$ cat src/rtl/box_cmd_scheduler_pkg.sv
// Shared types and screen constants for the box command scheduler.
package box_sched_pkg;

    localparam logic [7:0] SCREEN_W = 8'd160;
    localparam logic [6:0] SCREEN_H = 7'd120;

    localparam int unsigned BOX_W_DEFAULT = 4;
    localparam int unsigned BOX_H_DEFAULT = 4;
    localparam int unsigned DEPTH_DEFAULT = 4;

    typedef enum logic [1:0] {
        IDLE = 2'd0,
        LOAD = 2'd1,
        DRAW = 2'd2,
        DONE = 2'd3
    } schedState_t;

    typedef struct packed {
        logic       clear;
        logic [7:0] x;
        logic [6:0] y;
        logic [2:0] colour;
    } cmdEntry_t;

    localparam int unsigned ENTRY_W = $bits(cmdEntry_t);

endpackage

$ cat src/rtl/box_cmd_scheduler_if.sv
// Command handshake and pixel-write bus between game logic, scheduler and VGA adapter.
interface box_cmd_scheduler_if #(
    parameter int unsigned LEVEL_W = 3
);
    logic               iCmdValid;
    logic               oCmdReady;
    logic [7:0]         iCmdX;
    logic [6:0]         iCmdY;
    logic [2:0]         iCmdColour;
    logic               iCmdClear;
    logic [7:0]         oX;
    logic [6:0]         oY;
    logic [2:0]         oColour;
    logic               oPlot;
    logic               oBusy;
    logic               oDone;
    logic [LEVEL_W-1:0] oLevel;

    modport master (
        output iCmdValid, iCmdX, iCmdY, iCmdColour, iCmdClear,
        input  oCmdReady, oX, oY, oColour, oPlot, oBusy, oDone, oLevel
    );

    modport slave (
        input  iCmdValid, iCmdX, iCmdY, iCmdColour, iCmdClear,
        output oCmdReady, oX, oY, oColour, oPlot, oBusy, oDone, oLevel
    );
endinterface

$ cat src/rtl/box_cmd_scheduler_fifo.sv
// Synchronous command FIFO; read data is registered and valid the cycle after pop.
module cmd_fifo #(
    parameter int unsigned DEPTH = 4,
    parameter int unsigned WIDTH = 19
) (
    input  logic                     iClock,
    input  logic                     iResetn,
    input  logic                     push,
    input  logic                     pop,
    input  logic [WIDTH-1:0]         wrData,
    output logic [WIDTH-1:0]         rdData,
    output logic                     full,
    output logic                     empty,
    output logic [$clog2(DEPTH):0]   level
);
    localparam int unsigned PTR_W   = $clog2(DEPTH);
    localparam int unsigned LEVEL_W = PTR_W + 1;

    logic [WIDTH-1:0]   mem [DEPTH];
    logic [PTR_W-1:0]   wrPtr;
    logic [PTR_W-1:0]   rdPtr;
    logic [LEVEL_W-1:0] count;
    logic               doPush;
    logic               doPop;

    assign full   = (count == LEVEL_W'(DEPTH));
    assign empty  = (count == '0);
    assign level  = count;
    // A full FIFO refuses pushes even when a pop frees a slot this same cycle.
    assign doPush = push && !full;
    assign doPop  = pop && !empty;

    always_ff @(posedge iClock) begin
        if (doPush) begin
            mem[wrPtr] <= wrData;
        end
    end

    always_ff @(posedge iClock or negedge iResetn) begin
        if (!iResetn) begin
            wrPtr  <= '0;
            rdPtr  <= '0;
            count  <= '0;
            rdData <= '0;
        end else begin
            if (doPush) begin
                wrPtr <= wrPtr + PTR_W'(1);
            end
            if (doPop) begin
                rdData <= mem[rdPtr];
                rdPtr  <= rdPtr + PTR_W'(1);
            end
            case ({doPush, doPop})
                2'b10:   count <= count + LEVEL_W'(1);
                2'b01:   count <= count - LEVEL_W'(1);
                default: count <= count;
            endcase
        end
    end

endmodule

$ cat src/rtl/box_cmd_scheduler.sv
// Queues box/clear commands and walks each one out as one pixel write per cycle.
module box_cmd_scheduler
    import box_sched_pkg::*;
#(
    parameter logic [7:0]  X_SCREEN_PIXELS = SCREEN_W,
    parameter logic [6:0]  Y_SCREEN_PIXELS = SCREEN_H,
    parameter int unsigned BOX_W           = BOX_W_DEFAULT,
    parameter int unsigned BOX_H           = BOX_H_DEFAULT,
    parameter int unsigned DEPTH           = DEPTH_DEFAULT
) (
    input  logic              iClock,
    input  logic              iResetn,
    box_cmd_scheduler_if.slave bus
);
    localparam int unsigned LEVEL_W = $clog2(DEPTH) + 1;

    schedState_t        state;
    schedState_t        stateNext;
    cmdEntry_t          wrEntry;
    cmdEntry_t          rdEntry;
    cmdEntry_t          curEntry;
    cmdEntry_t          srcEntry;
    logic [ENTRY_W-1:0] rdBits;
    logic               fifoFull;
    logic               fifoEmpty;
    logic [LEVEL_W-1:0] fifoLevel;
    logic               pop;
    logic               load;
    logic               drawNext;
    logic               doneNext;
    logic               lastX;
    logic               lastY;
    logic [7:0]         cx;
    logic [7:0]         cxNext;
    logic [7:0]         limX;
    logic [6:0]         cy;
    logic [6:0]         cyNext;
    logic [6:0]         limY;
    logic [8:0]         xSum;
    logic [7:0]         ySum;
    logic [2:0]         colourNext;
    logic               inScreen;
    logic [7:0]         xReg;
    logic [6:0]         yReg;
    logic [2:0]         colourReg;
    logic               plotReg;
    logic               doneReg;

    assign wrEntry = {bus.iCmdClear, bus.iCmdX, bus.iCmdY, bus.iCmdColour};
    assign rdEntry = cmdEntry_t'(rdBits);

    cmd_fifo #(
        .DEPTH (DEPTH),
        .WIDTH (ENTRY_W)
    ) u_fifo (
        .iClock  (iClock),
        .iResetn (iResetn),
        .push    (bus.iCmdValid),
        .pop     (pop),
        .wrData  (wrEntry),
        .rdData  (rdBits),
        .full    (fifoFull),
        .empty   (fifoEmpty),
        .level   (fifoLevel)
    );

    assign limX  = curEntry.clear ? (X_SCREEN_PIXELS - 8'd1) : 8'(BOX_W - 1);
    assign limY  = curEntry.clear ? (Y_SCREEN_PIXELS - 7'd1) : 7'(BOX_H - 1);
    assign lastX = (cx == limX);
    assign lastY = (cy == limY);

    always_ff @(posedge iClock or negedge iResetn) begin
        if (!iResetn) begin
            state <= IDLE;
        end else begin
            state <= stateNext;
        end
    end

    // cx/cy always name the pixel currently shown on the output registers.
    always_comb begin
        stateNext = state;
        pop       = 1'b0;
        load      = 1'b0;
        drawNext  = 1'b0;
        doneNext  = 1'b0;
        cxNext    = cx;
        cyNext    = cy;
        case (state)
            IDLE: begin
                if (!fifoEmpty) begin
                    pop       = 1'b1;
                    stateNext = LOAD;
                end
            end
            LOAD: begin
                load      = 1'b1;
                drawNext  = 1'b1;
                cxNext    = '0;
                cyNext    = '0;
                stateNext = DRAW;
            end
            DRAW: begin
                if (lastX && lastY) begin
                    doneNext  = 1'b1;
                    stateNext = DONE;
                end else begin
                    drawNext = 1'b1;
                    if (lastX) begin
                        cxNext = '0;
                        cyNext = cy + 7'd1;
                    end else begin
                        cxNext = cx + 8'd1;
                    end
                end
            end
            DONE: begin
                stateNext = IDLE;
            end
            default: begin
                stateNext = IDLE;
            end
        endcase
    end

    // Sums are widened so off-screen pixels clip instead of wrapping to the left edge.
    always_comb begin
        srcEntry = load ? rdEntry : curEntry;
        if (srcEntry.clear) begin
            xSum       = {1'b0, cxNext};
            ySum       = {1'b0, cyNext};
            colourNext = 3'd0;
        end else begin
            xSum       = {1'b0, srcEntry.x} + {1'b0, cxNext};
            ySum       = {1'b0, srcEntry.y} + {1'b0, cyNext};
            colourNext = srcEntry.colour;
        end
        inScreen = (xSum < {1'b0, X_SCREEN_PIXELS}) && (ySum < {1'b0, Y_SCREEN_PIXELS});
    end

    always_ff @(posedge iClock or negedge iResetn) begin
        if (!iResetn) begin
            cx        <= '0;
            cy        <= '0;
            curEntry  <= '0;
            xReg      <= '0;
            yReg      <= '0;
            colourReg <= '0;
            plotReg   <= 1'b0;
            doneReg   <= 1'b0;
        end else begin
            cx      <= cxNext;
            cy      <= cyNext;
            plotReg <= drawNext && inScreen;
            doneReg <= doneNext;
            if (load) begin
                curEntry <= rdEntry;
            end
            if (drawNext) begin
                xReg      <= xSum[7:0];
                yReg      <= ySum[6:0];
                colourReg <= colourNext;
            end
        end
    end

    assign bus.oX        = xReg;
    assign bus.oY        = yReg;
    assign bus.oColour   = colourReg;
    assign bus.oPlot     = plotReg;
    assign bus.oDone     = doneReg;
    assign bus.oCmdReady = !fifoFull;
    assign bus.oLevel    = fifoLevel;
    assign bus.oBusy     = (state == LOAD) || (state == DRAW) || !fifoEmpty;

endmodule
$ cat src/flat_wrapper.sv
// flat-port wrapper written by rule: the top's interface ports become plain ports
module box_cmd_scheduler_flat import box_sched_pkg::*;
#(
    parameter logic [7:0]  X_SCREEN_PIXELS = SCREEN_W,
    parameter logic [6:0]  Y_SCREEN_PIXELS = SCREEN_H,
    parameter int unsigned BOX_W           = BOX_W_DEFAULT,
    parameter int unsigned BOX_H           = BOX_H_DEFAULT,
    parameter int unsigned DEPTH           = DEPTH_DEFAULT
)
  (iClock, iResetn, bus_iCmdValid, bus_iCmdX, bus_iCmdY, bus_iCmdColour, bus_iCmdClear, bus_oCmdReady, bus_oX, bus_oY, bus_oColour, bus_oPlot, bus_oBusy, bus_oDone, bus_oLevel);
  box_cmd_scheduler_if bus_i ();
  input  logic iClock;
  input  logic iResetn;
  input wire logic [$bits(bus_i.iCmdValid)-1:0] bus_iCmdValid;
  input wire logic [$bits(bus_i.iCmdX)-1:0] bus_iCmdX;
  input wire logic [$bits(bus_i.iCmdY)-1:0] bus_iCmdY;
  input wire logic [$bits(bus_i.iCmdColour)-1:0] bus_iCmdColour;
  input wire logic [$bits(bus_i.iCmdClear)-1:0] bus_iCmdClear;
  output wire logic [$bits(bus_i.oCmdReady)-1:0] bus_oCmdReady;
  output wire logic [$bits(bus_i.oX)-1:0] bus_oX;
  output wire logic [$bits(bus_i.oY)-1:0] bus_oY;
  output wire logic [$bits(bus_i.oColour)-1:0] bus_oColour;
  output wire logic [$bits(bus_i.oPlot)-1:0] bus_oPlot;
  output wire logic [$bits(bus_i.oBusy)-1:0] bus_oBusy;
  output wire logic [$bits(bus_i.oDone)-1:0] bus_oDone;
  output wire logic [$bits(bus_i.oLevel)-1:0] bus_oLevel;
  assign bus_i.iCmdValid = bus_iCmdValid;
  assign bus_i.iCmdX = bus_iCmdX;
  assign bus_i.iCmdY = bus_iCmdY;
  assign bus_i.iCmdColour = bus_iCmdColour;
  assign bus_i.iCmdClear = bus_iCmdClear;
  assign bus_oCmdReady = bus_i.oCmdReady;
  assign bus_oX = bus_i.oX;
  assign bus_oY = bus_i.oY;
  assign bus_oColour = bus_i.oColour;
  assign bus_oPlot = bus_i.oPlot;
  assign bus_oBusy = bus_i.oBusy;
  assign bus_oDone = bus_i.oDone;
  assign bus_oLevel = bus_i.oLevel;
  box_cmd_scheduler #(.X_SCREEN_PIXELS(X_SCREEN_PIXELS), .Y_SCREEN_PIXELS(Y_SCREEN_PIXELS), .BOX_W(BOX_W), .BOX_H(BOX_H), .DEPTH(DEPTH)) u_core (.iClock(iClock), .iResetn(iResetn), .bus(bus_i));
endmodule
$ cat config.mk
export PLATFORM = sky130hd
export DESIGN_NAME = box_cmd_scheduler_flat
export DESIGN_NICKNAME = d
export VERILOG_FILES = /design/src/rtl/box_cmd_scheduler_pkg.sv /design/src/rtl/box_cmd_scheduler_if.sv /design/src/rtl/box_cmd_scheduler_fifo.sv /design/src/rtl/box_cmd_scheduler.sv /design/src/flat_wrapper.sv
export SDC_FILE = /design/constraint.sdc
export NUM_CORES = 1
export LEC_CHECK = 0
export CORE_MARGIN = 3
export CORE_UTILIZATION = 66
export CTS_BUF_LIST = sky130_fd_sc_hd__clkbuf_8
export CTS_CLUSTER_SIZE = 8
export DETAILED_ROUTE_END_ITERATION = 16
export GPL_TIMING_DRIVEN = 0
export PLACE_DENSITY = 0.95
export SETUP_SLACK_MARGIN = 0.02
export SYNTH_ARGS = -nofsm -noshare
export SYNTH_HDL_FRONTEND = slang
export SYNTH_SLANG_ARGS = --single-unit
$ cat constraint.sdc
create_clock -name iClock -period 11.44 [get_ports iClock]
set_input_delay 1.716 -clock iClock [delete_from_list [all_inputs] [get_ports iClock]]
set_output_delay 1.716 -clock iClock [all_outputs]
set_load 0.005 [all_outputs]
After elaboration in Yosys (flattened, before gate mapping)
Memories as Yosys holds them, arrays and structs flattened. A register that Yosys moved wholly into a read port is not among the register bits. Index checks and enable logic that the tools add are counted.

Flip-flop bits (word level): 63. Memory bits (writable): 76. Input port bits: 22. Output and inout port bits: 25. Logic and storage cells: 75. Memories: 1.

Memories: u_core.u_fifo.mem (words 4, width 19, rd ports 1, clocked after memory_dff 1, write ports 1, RTL line box_cmd_scheduler_fifo.sv:19) `logic [WIDTH-1:0] mem [DEPTH];`.

Add/sub/neg operators: 8. Order comparisons: 2. Eq/ne operators: 10. Multiplexer cells: 25. Reductions and logical operators: 14.

Operator list (count): $mux 8 (4); $mux 7 (3); $mux 19 (1); $pmux 8 s2 (1); $pmux 7 s2 (1); $add 8x8->9 (1); $lt 9x8->1 const B (1); $mux 9 (1); $add 7x7->8 (1); $add 8x1->8 const B (1); $eq 8x8->1 (1); $lt 8x7->1 const B (1); $mux 1 (8); $pmux 2 s4 (1); $add 7x1->7 const B (1); $eq 7x7->1 (1); $eq 2x2->1 const B (3); $pmux 3 s2 (1); $logic_and 1x1->1 (5); $add 2x1->2 const B (2); $eq 2x1->1 const B (2); $mux 2 (2); $add 3x1->3 const B (1); $eq 3x3->1 const B (1); 11 further kinds (14).

Depth between registers and ports, before layout
Gate-level depths: netlist of run 1.

Word-level depth: 10. Depth in mapped cells: 17. Gate-level depth less buffers: 16.

By module
Synthesis of run 1 repeated with hierarchy kept, for this count alone.

Cell total of the unflattened synthesis: 541. Area total of the unflattened synthesis: 7200.7 um^2.

By module, submodules not included: cmd_fifo (times used 1, cells an instance 217, area each 3898.7 um^2, seq. area each 2932.8 um^2); box_cmd_scheduler (times used 1, cells an instance 324, area each 3301.9 um^2, seq. area each 1401.3 um^2).

Worst setup path before layout of run 1
OpenSTA, ideal clock, no wires.

Kind: register -> register. Start point: reg u_core.cx[3]. End point: reg u_core.yReg[6] (netlist: u_core.bus.oY[6]). Setup time: 125 ps. Arrival time: 3869 ps. Data required time: 11315 ps. Path slack: 7446 ps. Cell stages (with the launch flop): 17. Buffers on the path: 2. Clock period less this slack: 3994 ps. Cell sequence: dfrtp_1 -> buf_6 -> or4_4 -> mux2_4 -> or3_1 -> buf_6 -> a21oi_1 -> o21ba_2 -> ha_1 -> fa_1 -> a211oi_1 -> nor2_1 -> a21o_1 -> a21oi_1 -> xnor2_1 -> mux2_2 -> mux2_2.

Word-level cells in the longest chain between the ends: 6. Elaborated cells on any way between the ends: 9. Classes of those cells: 1 x add/sub; 1 x eq/ne; 6 x mux; 1 x reduce/logical.

RTL lines: from (decl) (RTL line box_cmd_scheduler.sv:33) `logic [7:0] cx;`; from (signal assigned) (RTL line box_cmd_scheduler.sv:152) `cx <= cxNext;`; $eq 8x8->1 * (RTL line box_cmd_scheduler.sv:69) `assign lastX = (cx == limX);`; $mux 7 / $logic_and 1x1->1 (equally long branches) (RTL line box_cmd_scheduler.sv:109, box_cmd_scheduler.sv:104); $mux 7 * (RTL line box_cmd_scheduler.sv:104) `if (lastX && lastY) begin`; $pmux 7 s2 * (RTL line box_cmd_scheduler.sv:89) `case (state)`; via u_core.cyNext[0] (RTL line box_cmd_scheduler.sv:37) `logic [6:0] cyNext;`; $add 7x7->8 * (RTL line box_cmd_scheduler.sv:135) `ySum = {1'b0, srcEntry.y} + {1'b0, cyNext};`; $mux 8 * (RTL line box_cmd_scheduler.sv:129) `if (srcEntry.clear) begin`; to (signal assigned) (RTL line box_cmd_scheduler.sv:161) `yReg <= ySum[6:0];`; to (decl) (RTL line box_cmd_scheduler.sv:44) `logic [6:0] yReg;`.

Mark *: on every way through the listed nets, which the timed path passes. The rest lies on a longest branch. A chain may end at the register's enable or synchronous reset.

Final worst setup path of run 1
Start point: reg u_core.cy[1]. End point: reg u_core.yReg[6] (netlist: u_core.bus.oY[6]).

Word-level cells in the longest chain between the ends: 6. Elaborated cells on any way between the ends: 10. Classes of those cells: 2 x add/sub; 1 x eq/ne; 6 x mux; 1 x reduce/logical.

RTL lines: from (decl) (RTL line box_cmd_scheduler.sv:36) `logic [6:0] cy;`; from (signal assigned) (RTL line box_cmd_scheduler.sv:153) `cy <= cyNext;`; $eq 7x7->1 (RTL line box_cmd_scheduler.sv:70) `assign lastY = (cy == limY);`; $logic_and 1x1->1 (RTL line box_cmd_scheduler.sv:104); $mux 7 (RTL line box_cmd_scheduler.sv:104); $pmux 7 s2 (RTL line box_cmd_scheduler.sv:89); via u_core.cyNext[0] (RTL line box_cmd_scheduler.sv:37); $add 7x7->8 (RTL line box_cmd_scheduler.sv:135); $mux 8 (RTL line box_cmd_scheduler.sv:129).

The timed path passes the listed nets, and every way through them passes these cells.

==> results by group, run 1 <==
Run status
  • Status: completed

Layout
  • Diode count: 0
  • Layout Cells excl Fill: between 700 and 800
  • Share of cells above drive strength 1: a little under a fifth
  • Commonest non-fill, non-tap cell in the layout: dfrtp_1
  • Core Util, Final: approximately 79%
  • Nets: approximately 630
  • Filler cells: between 500 and 600
  • Area Overhead vs Synth: 15.5%
  • Commonest cells after routing, fill and taps aside: dfrtp_1, edfxtp_1, clkdlybuf4s50_1
  • Final Cell Area: slightly above 8000 um2

Setup path
  • CP Launch Type: flip-flop
  • Worst path bufs/invs: 1
  • R2r startpoint: u_core.cy[1]$_DFF_PN0_
  • Critical Path RT: between 10000 and 15000 ps
  • Family with the most delay on the worst path: compound AO/OA/AOI/OAI gates
  • Data arrival, critical path: a little under 5000 ps
  • Crit path capture type: flip-flop
  • Crit-path slowest cell: or4b_2
  • Crit Path Category: flip-flop to flip-flop
  • Setup crit start: u_core.cy[1]$_DFF_PN0_
  • CP Max Fanout: 8
  • Max incr delay on CP: 590 ps
  • Critical-path cell list: ha_1, or4b_2, o22ai_1, or3_1, buf_6, nor2_1, o21ba_2, ha_1, fa_1, a211oi_1, nor2_1, a21o_1, a21oi_1, xnor2_1, mux2_2, mux2_2

Power
  • Maximum VDD drop: 0.147 mV
  • Total power draw: 1.28 mW
  • Pwr dens: between 150 and 200 nW/um2
  • P_leak: about 3.3 nW

Logic synthesis
  • Synth Instances: between 500 and 600
  • Syn avg cell area: roughly 14 um2
  • Async SR Flop Fraction: approximately half
  • Cell taking the most area after synthesis: edfxtp_1
  • Syn Nets: 560
  • Cell variety after synth: 59
  • EDFF count, synth: 76
  • Yosys reg bits: ~160
  • Synth warnings: 0
  • Post-synth top area share: about a third
  • Share of the yosys chip area belonging to registers: 60.8%
  • Top cells by area in the synthesized netlist: edfxtp_1, dfrtp_1, mux2_2
  • Synth Cell Area: just over 7000 um2
  • Ys flop type: dfrtp_1

Clock tree
  • CTS tree: done
  • Cts hold-fix bufs: 0
  • CTS root buffer: clkbuf_8
  • CTS Buf Count: 17
  • Depth of the CTS H-tree: 4
  • CTS sink count: about 160
  • Clock-pin transition on the worst setup and hold timing paths: approximately 90 ps
  • Latest clock arrival within the worst-skew pair: roughly 440 ps
  • Post-CTS resize count: 0
  • Clock tree buffer depth: 2
  • Setup Buffers After CTS: 0

Global routing
  • Met3 usage: around 6.5%
  • Global-route wire length before repair: 25400 um
  • Initial antenna violation count: 0
  • GR Overflow Total: 0
  • Vias in the first global route: 4964
  • GR peak layer: met2
  • Met1 usage: a little over a third
  • Global Route met2 Usage: a little under half
  • Largest net degree at the start of global routing: between 50 and 60
  • GRT Util Overall: between 20 and 30%

Placed design
  • Placed instance count: around 700
  • Placement-stage cell area: a little under 8000 um2
  • Port bufs: 46
  • Placed wire-length estimate: between 10000 and 15000 um
  • Final Wtd Congestion: around 0.91

Floorplan
  • Die ar.: roughly 12000 um2
  • Die height: roughly 110 um
  • Cell row count: 37
  • Area of the core: approximately 10000 um2
  • IO Pins: between 40 and 50
  • Die X: about 110 um
  • Initial Util: 68.4%

STA
  • Final period util: between 30 and 40%
  • RSZ-0062 raised after global routing: no
  • Worst slew pin tran: ~1000 ps
  • Slew Viols, Final: 0
  • Fmax: ~220 MHz
  • Setup TNS Final: 0 ps
  • Final hold violation count: 0
  • Clock skew: about 15 ps
  • Finish-stage setup viols: 0
  • Final Critical Period: between 4000 and 5000 ps
  • Relative slew margins: 32.9%

Hold path
  • Hold Crit Start: u_core.bus.oY[2]$_DFFE_PN0P_
  • Min-delay worst type: flip-flop to flip-flop

Drt
  • Post-Route WL: 15400 um
  • Avg WL per Cell: 21.3 um
  • DRC Markers: 0
  • DRT antenna net count: 0
  • Via density: 6.26
  • Drt initial violations: approximately 380
  • Routed via count: about 4500
  • Pre-antenna DRT Iters: 4

Job
  • MaxCap Viol Count: 0
[worst register-to-register path: stages, from the launching register on]
cell	delay, ps
dfrtp_1	410
ha_1	240
or4b_2	590
o22ai_1	480
or3_1	220
buf_6	140
nor2_1	50
o21ba_2	230
ha_1	250
fa_1	420
a211oi_1	280
nor2_1	130
a21o_1	190
a21oi_1	170
xnor2_1	80
mux2_2	290
mux2_2	260
[path summary, 6_finish.rpt]
path,cells past startpoint,slack [ps],to
setup / recovery,16,6910,u_core.bus.oY[6]$_DFFE_PN0P_
hold / removal,2,480,u_core.bus.oY[2]$_DFFE_PN0P_
setup reg to reg,16,6910,u_core.bus.oY[6]$_DFFE_PN0P_
hold reg to reg,2,480,u_core.bus.oY[2]$_DFFE_PN0P_
max in group asynchronous,2,9680,u_core.u_fifo.rdData[15]$_DFFE_PN0P_
min in group asynchronous,1,1170,u_core.cy[1]$_DFF_PN0_
[per-stage QoR]
step / worst slack (ps) / hold slack, ps
after CTS: 6920 / 485
after detailed placement: 7040 / 466
after floorplan: 7450 / 463
after global routing: 6710 / 517
final: 6910 / 480
after global placement: 5900 / 454
[flip-flops by register name (all words and copies together) (netlist names), 3 cells and up]
name                  flops
u_core.u_fifo.mem        76
u_core.curEntry          19
u_core.u_fifo.rdData     19
u_core.bus.oX             8
u_core.cx                 8
u_core.bus.oY             7
u_core.cy                 7
u_core.bus.oColour        3
u_core.u_fifo.level       3
[kinds of logic (layout without fill, tap and decap cells)]
logic type | after synthesis | count (layout) | share of synthesized area, %
DFF | 158 | 158 | 60.8
xor gates and xnor gates | 15 | 15 | 1.84
and+or+nand+nor | 114 | 114 | 7.96
muxes | 67 | 67 | 13.5
buffers and inverters | 40 | 119 | 2.39
AOI/OAI and AO/OA | 86 | 86 | 8.05
adders and majority gates | 29 | 29 | 5.41
[power by group]
part           switching (mW)  total (mW)  internal, mW
registers              0.0249       0.691         0.666
clock network           0.206       0.465         0.260
logic                  0.0753       0.127        0.0520
[layout make-up]
class	instances	area (um2)	area share, %
clock buffers	17	234	2.84
repair buffers	47	485	5.90
well taps	136	170	2.07
flip-flops and latches	158	4330	52.7
clock inverters	15	218	2.65
multi-input cells	311	2620	31.8
plain buffers	19	91.3	1.11
inverters	21	78.8	0.958
[metal layers]
layer  wire length (um)  vias to the layer above  part of all wire (%)
li1                   -                     2049                     -
met1               5900                     2265                    38
met2               8030                      168                    52
met3                930                       49                   6.0
met4                556                        0                   3.6
met5                  0                        -                     0
[cell usage after synthesis, drive strengths merged, types with 3 or more instances]
library cell  count
a31o              3
a21o              4
nand3            13
mux2             40
buf               6
dfrtp            82
xor2              5
or2               3
xnor2            10
a211oi            6
and2              3
o211ai            4
o21a              3
nand4             6
edfxtp           76
mux2i             8
nand2            41
or3               3
nor2             18
a31oi             4
a21oi            16
ha               26
mux4             19
or4               5
o21ai            26
clkbuf           13
fa                3
and3              6
inv              21
nor3              8
Note: power is estimated with default switching activity, not from simulation.
==> run 2: changes to the inputs <==
- CORE_UTILIZATION: 66 -> 61
- PLACE_DENSITY: 0.95 -> 0.92
- clock period: 11.44 -> 4.61 ns (I/O delays scaled with it)
==> run 2 against run 1 <==
Compared with the run above: first-iteration DRC count shrank 12%; register-to-register slack got worse by 6700 ps; clock power increased by 140%; clock skew fell by 2.6 ps; sequential share of layout area about the same; global-route usage decreased by 3.5 points; critical path type unchanged.
==> results by group, run 2 (synthesized netlist as in run 1, its figures left out) <==
Run status
  • Status: completed (unchanged)

Layout
  • Core Util, Final: 74.0% (was 79.0%)
  • Max reg flops: 76 (unchanged)
  • Filler cells: 662 (was 554)
  • Area Overhead vs Synth: 15.6% (was 15.5%)
  • Share of cells above drive strength 1: 18.5% (was 18.0%)
  • Commonest non-fill, non-tap cell in the layout: dfrtp_1 (unchanged)
  • Commonest cells after routing, fill and taps aside: dfrtp_1, edfxtp_1, clkdlybuf4s50_1 (unchanged)
  • Diode count: 0 (unchanged)
  • Most flop-heavy register: u_core.u_fifo.mem (unchanged)
  • Nets: 626 (unchanged)
  • Top Registers: u_core.u_fifo.mem x76, u_core.curEntry x19, u_core.u_fifo.rdData x19 (unchanged)

STA
  • Final Critical Period: 4380 ps (was 4530 ps)
  • Slew Viols, Final: 0 (unchanged)
  • Clock skew: 12.7 ps (was 15.3 ps)
  • Worst slew pin tran: 977 ps (was 1010 ps)
  • Finish-stage setup viols: 0 (unchanged)
  • Fmax: 228 MHz (was 221 MHz)
  • Final hold violation count: 0 (unchanged)
  • Final period util: 95.0% (was 39.6%)
  • Relative slew margins: 34.9% (was 32.9%)
  • Setup TNS Final: 0 ps (unchanged)
  • RSZ-0062 raised after global routing: no (unchanged)

Floorplan
  • Cell row count: 38 (was 37)
  • IO Pins: 47 (unchanged)
  • Die ar.: 13000 um2 (was 12100 um2)
  • Die X: 114 um (was 110 um)
  • Area of the core: 11100 um2 (was 10400 um2)
  • Die height: 114 um (was 110 um)
  • Initial Util: 64.0% (was 68.4%)

Setup path
  • Data arrival, critical path: 4730 ps (was 4860 ps)
  • Depth of the most critical reg-to-reg path: 15 (was 16)
  • Reg2Reg Setup Slack: 230 ps (was 6910 ps)
  • R2r startpoint: u_core.curEntry[18]$_DFF_PN0_ (was u_core.cy[1]$_DFF_PN0_)
  • Crit path capture type: flip-flop (unchanged)
  • Family with the most delay on the worst path: simple AND/OR/NAND/NOR gates (was compound AO/OA/AOI/OAI gates)
  • Critical Path RT: 4960 ps (was 11770 ps)
  • Max incr delay on CP: 570 ps (was 590 ps)
  • Critical-path cell list: or4_4, mux2_4, or3_1, buf_6, a21oi_1, o21ba_2, ha_1, fa_1, a211oi_1, nor2_1, a21o_1, a21oi_1, xnor2_1, mux2_2, mux2_2 (was ha_1, or4b_2, o22ai_1, or3_1, buf_6, nor2_1, o21ba_2, ha_1, fa_1, a211oi_1, nor2_1, a21o_1, a21oi_1, xnor2_1, mux2_2, mux2_2)
  • CP Max Fanout: 8 (unchanged)
  • Crit Path Category: flip-flop to flip-flop (unchanged)
  • Worst path bufs/invs: 1 (unchanged)
  • Crit-path slowest cell: or4_4 (was or4b_2)
  • CP Launch Type: flip-flop (unchanged)
  • R2r endpoint: u_core.bus.oY[6]$_DFFE_PN0P_ (unchanged)

Global routing
  • Initial antenna violation count: 0 (unchanged)
  • Largest net degree at the start of global routing: 62 (was 59)
  • GRT Util Overall: 24.9% (was 28.4%)
  • Global-route wire length before repair: 24500 um (was 25400 um)
  • Vias in the first global route: 4747 (was 4964)
  • GR Overflow Total: 0 (unchanged)

Placed design
  • Final Wtd Congestion: 0.952 (was 0.908)
  • Port bufs: 46 (unchanged)
  • Placed wire-length estimate: 10500 um (about the same)

Clock tree
  • Latest clock arrival within the worst-skew pair: 460 ps (was 440 ps)
  • CTS tree: done (unchanged)
  • Clock tree buffer depth: 2 (unchanged)
  • Depth of the CTS H-tree: 4 (unchanged)
  • Clock-pin transition on the worst setup and hold timing paths: 90 ps (about the same)
  • CTS sink count: 158 (unchanged)
  • CTS root buffer: clkbuf_8 (unchanged)
  • CTS Buf Count: 17 (unchanged)

Drt
  • Pre-antenna DRT Iters: 5 (was 4)
  • Avg WL per Cell: 20.1 um (was 21.3 um)
  • Post-Route WL: 14600 um (was 15400 um)
  • Drt initial violations: 335 (was 379)
  • Routed via count: 4433 (was 4531)
  • Via density: 6.09 (was 6.26)
  • DRC Markers: 0 (unchanged)
  • DRT antenna net count: 0 (unchanged)

Job
  • MaxCap Viol Count: 0 (unchanged)

Power
  • Pwr dens: 382 nW/um2 (was 156 nW/um2)
  • P_leak: 3.25 nW (was 3.27 nW)
  • Maximum VDD drop: 0.398 mV (was 0.147 mV)

Hold path
  • Min-delay worst type: input port to async pin (was flip-flop to flip-flop)
==> run 2: changes by cell type in the layout (fill, tap and decap cells not counted), sizes merged <==
cell	delta
clkinvlp	+3
clkinv	-3
inv	+1
bufinv	-1
==> run 2: cell type report <==
type | instances | area [um2] | share of cell area [%]
plain buffers | 19 | 91.3 | 1.11
repair buffers | 47 | 485 | 5.89
clock buffers | 17 | 234 | 2.84
clock inverters | 15 | 211 | 2.57
well taps | 140 | 175 | 2.13
flip-flops and latches | 158 | 4330 | 52.6
multi-input cells | 311 | 2630 | 31.9
inverters | 21 | 78.8 | 0.957
==> run 2: report_power, final <==
group          internal [mW]  leakage (nW)  switching [mW]
logic                  0.129          1.36           0.176
clock network          0.599         0.214           0.536
registers               1.65          1.68          0.0552
total                   2.38          3.25           0.767
==> run 2: worst max path at each step <==
stage / from / endpoint / slack, ps / cells after the start
2_1_floorplan: u_core.cx[3]$_DFF_PN0_ / u_core.bus.oY[6]$_DFFE_PN0P_ / 620 / 16
3_3_place_gp: iResetn / u_core.u_fifo.wrPtr[1]$_DFFE_PN0P_ / 120 / 1
3_5_place_dp: u_core.cy[0]$_DFF_PN0_ / u_core.bus.oY[6]$_DFFE_PN0P_ / 280 / 16
4_1_cts: u_core.cy[0]$_DFF_PN0_ / u_core.bus.oY[6]$_DFFE_PN0P_ / 190 / 16
5_1_grt: u_core.state[0]$_DFFE_PN0P_ / u_core.bus.oPlot$_DFF_PN0_ / 70 / 15
6_report: u_core.curEntry[18]$_DFF_PN0_ / u_core.bus.oY[6]$_DFFE_PN0P_ / 230 / 15
==> run 2: metrics by stage <==
step	instances	setup slack, ps	cell area [um2]	power [mW]	hold slack, ps
4_1_cts	728	194	8230	3.16	111
3_3_place_gp	695	120	7760	2.00	455
5_1_grt	728	71.3	8240	3.27	115
2_1_floorplan	509	616	7120	1.88	396
3_5_place_dp	696	281	7780	2.04	474
6_report	728	232	8240	3.15	112
==> run 2: metal layers <==
layer / vias up / global-route usage, % / wire (um)
li1: 2053 / - / -
met1: 2205 / 30.5 / 5810
met2: 144 / 42.9 / 7710
met3: 31 / 5.07 / 747
met4: 0 / 10.9 / 379
met5: - / 0 / 0
==> run 2: timing repair <==
item,CTS,global route
hold buffers,0,0
setup buffers,0,0
resized for setup,0,1
setup endpoints to repair,0,2
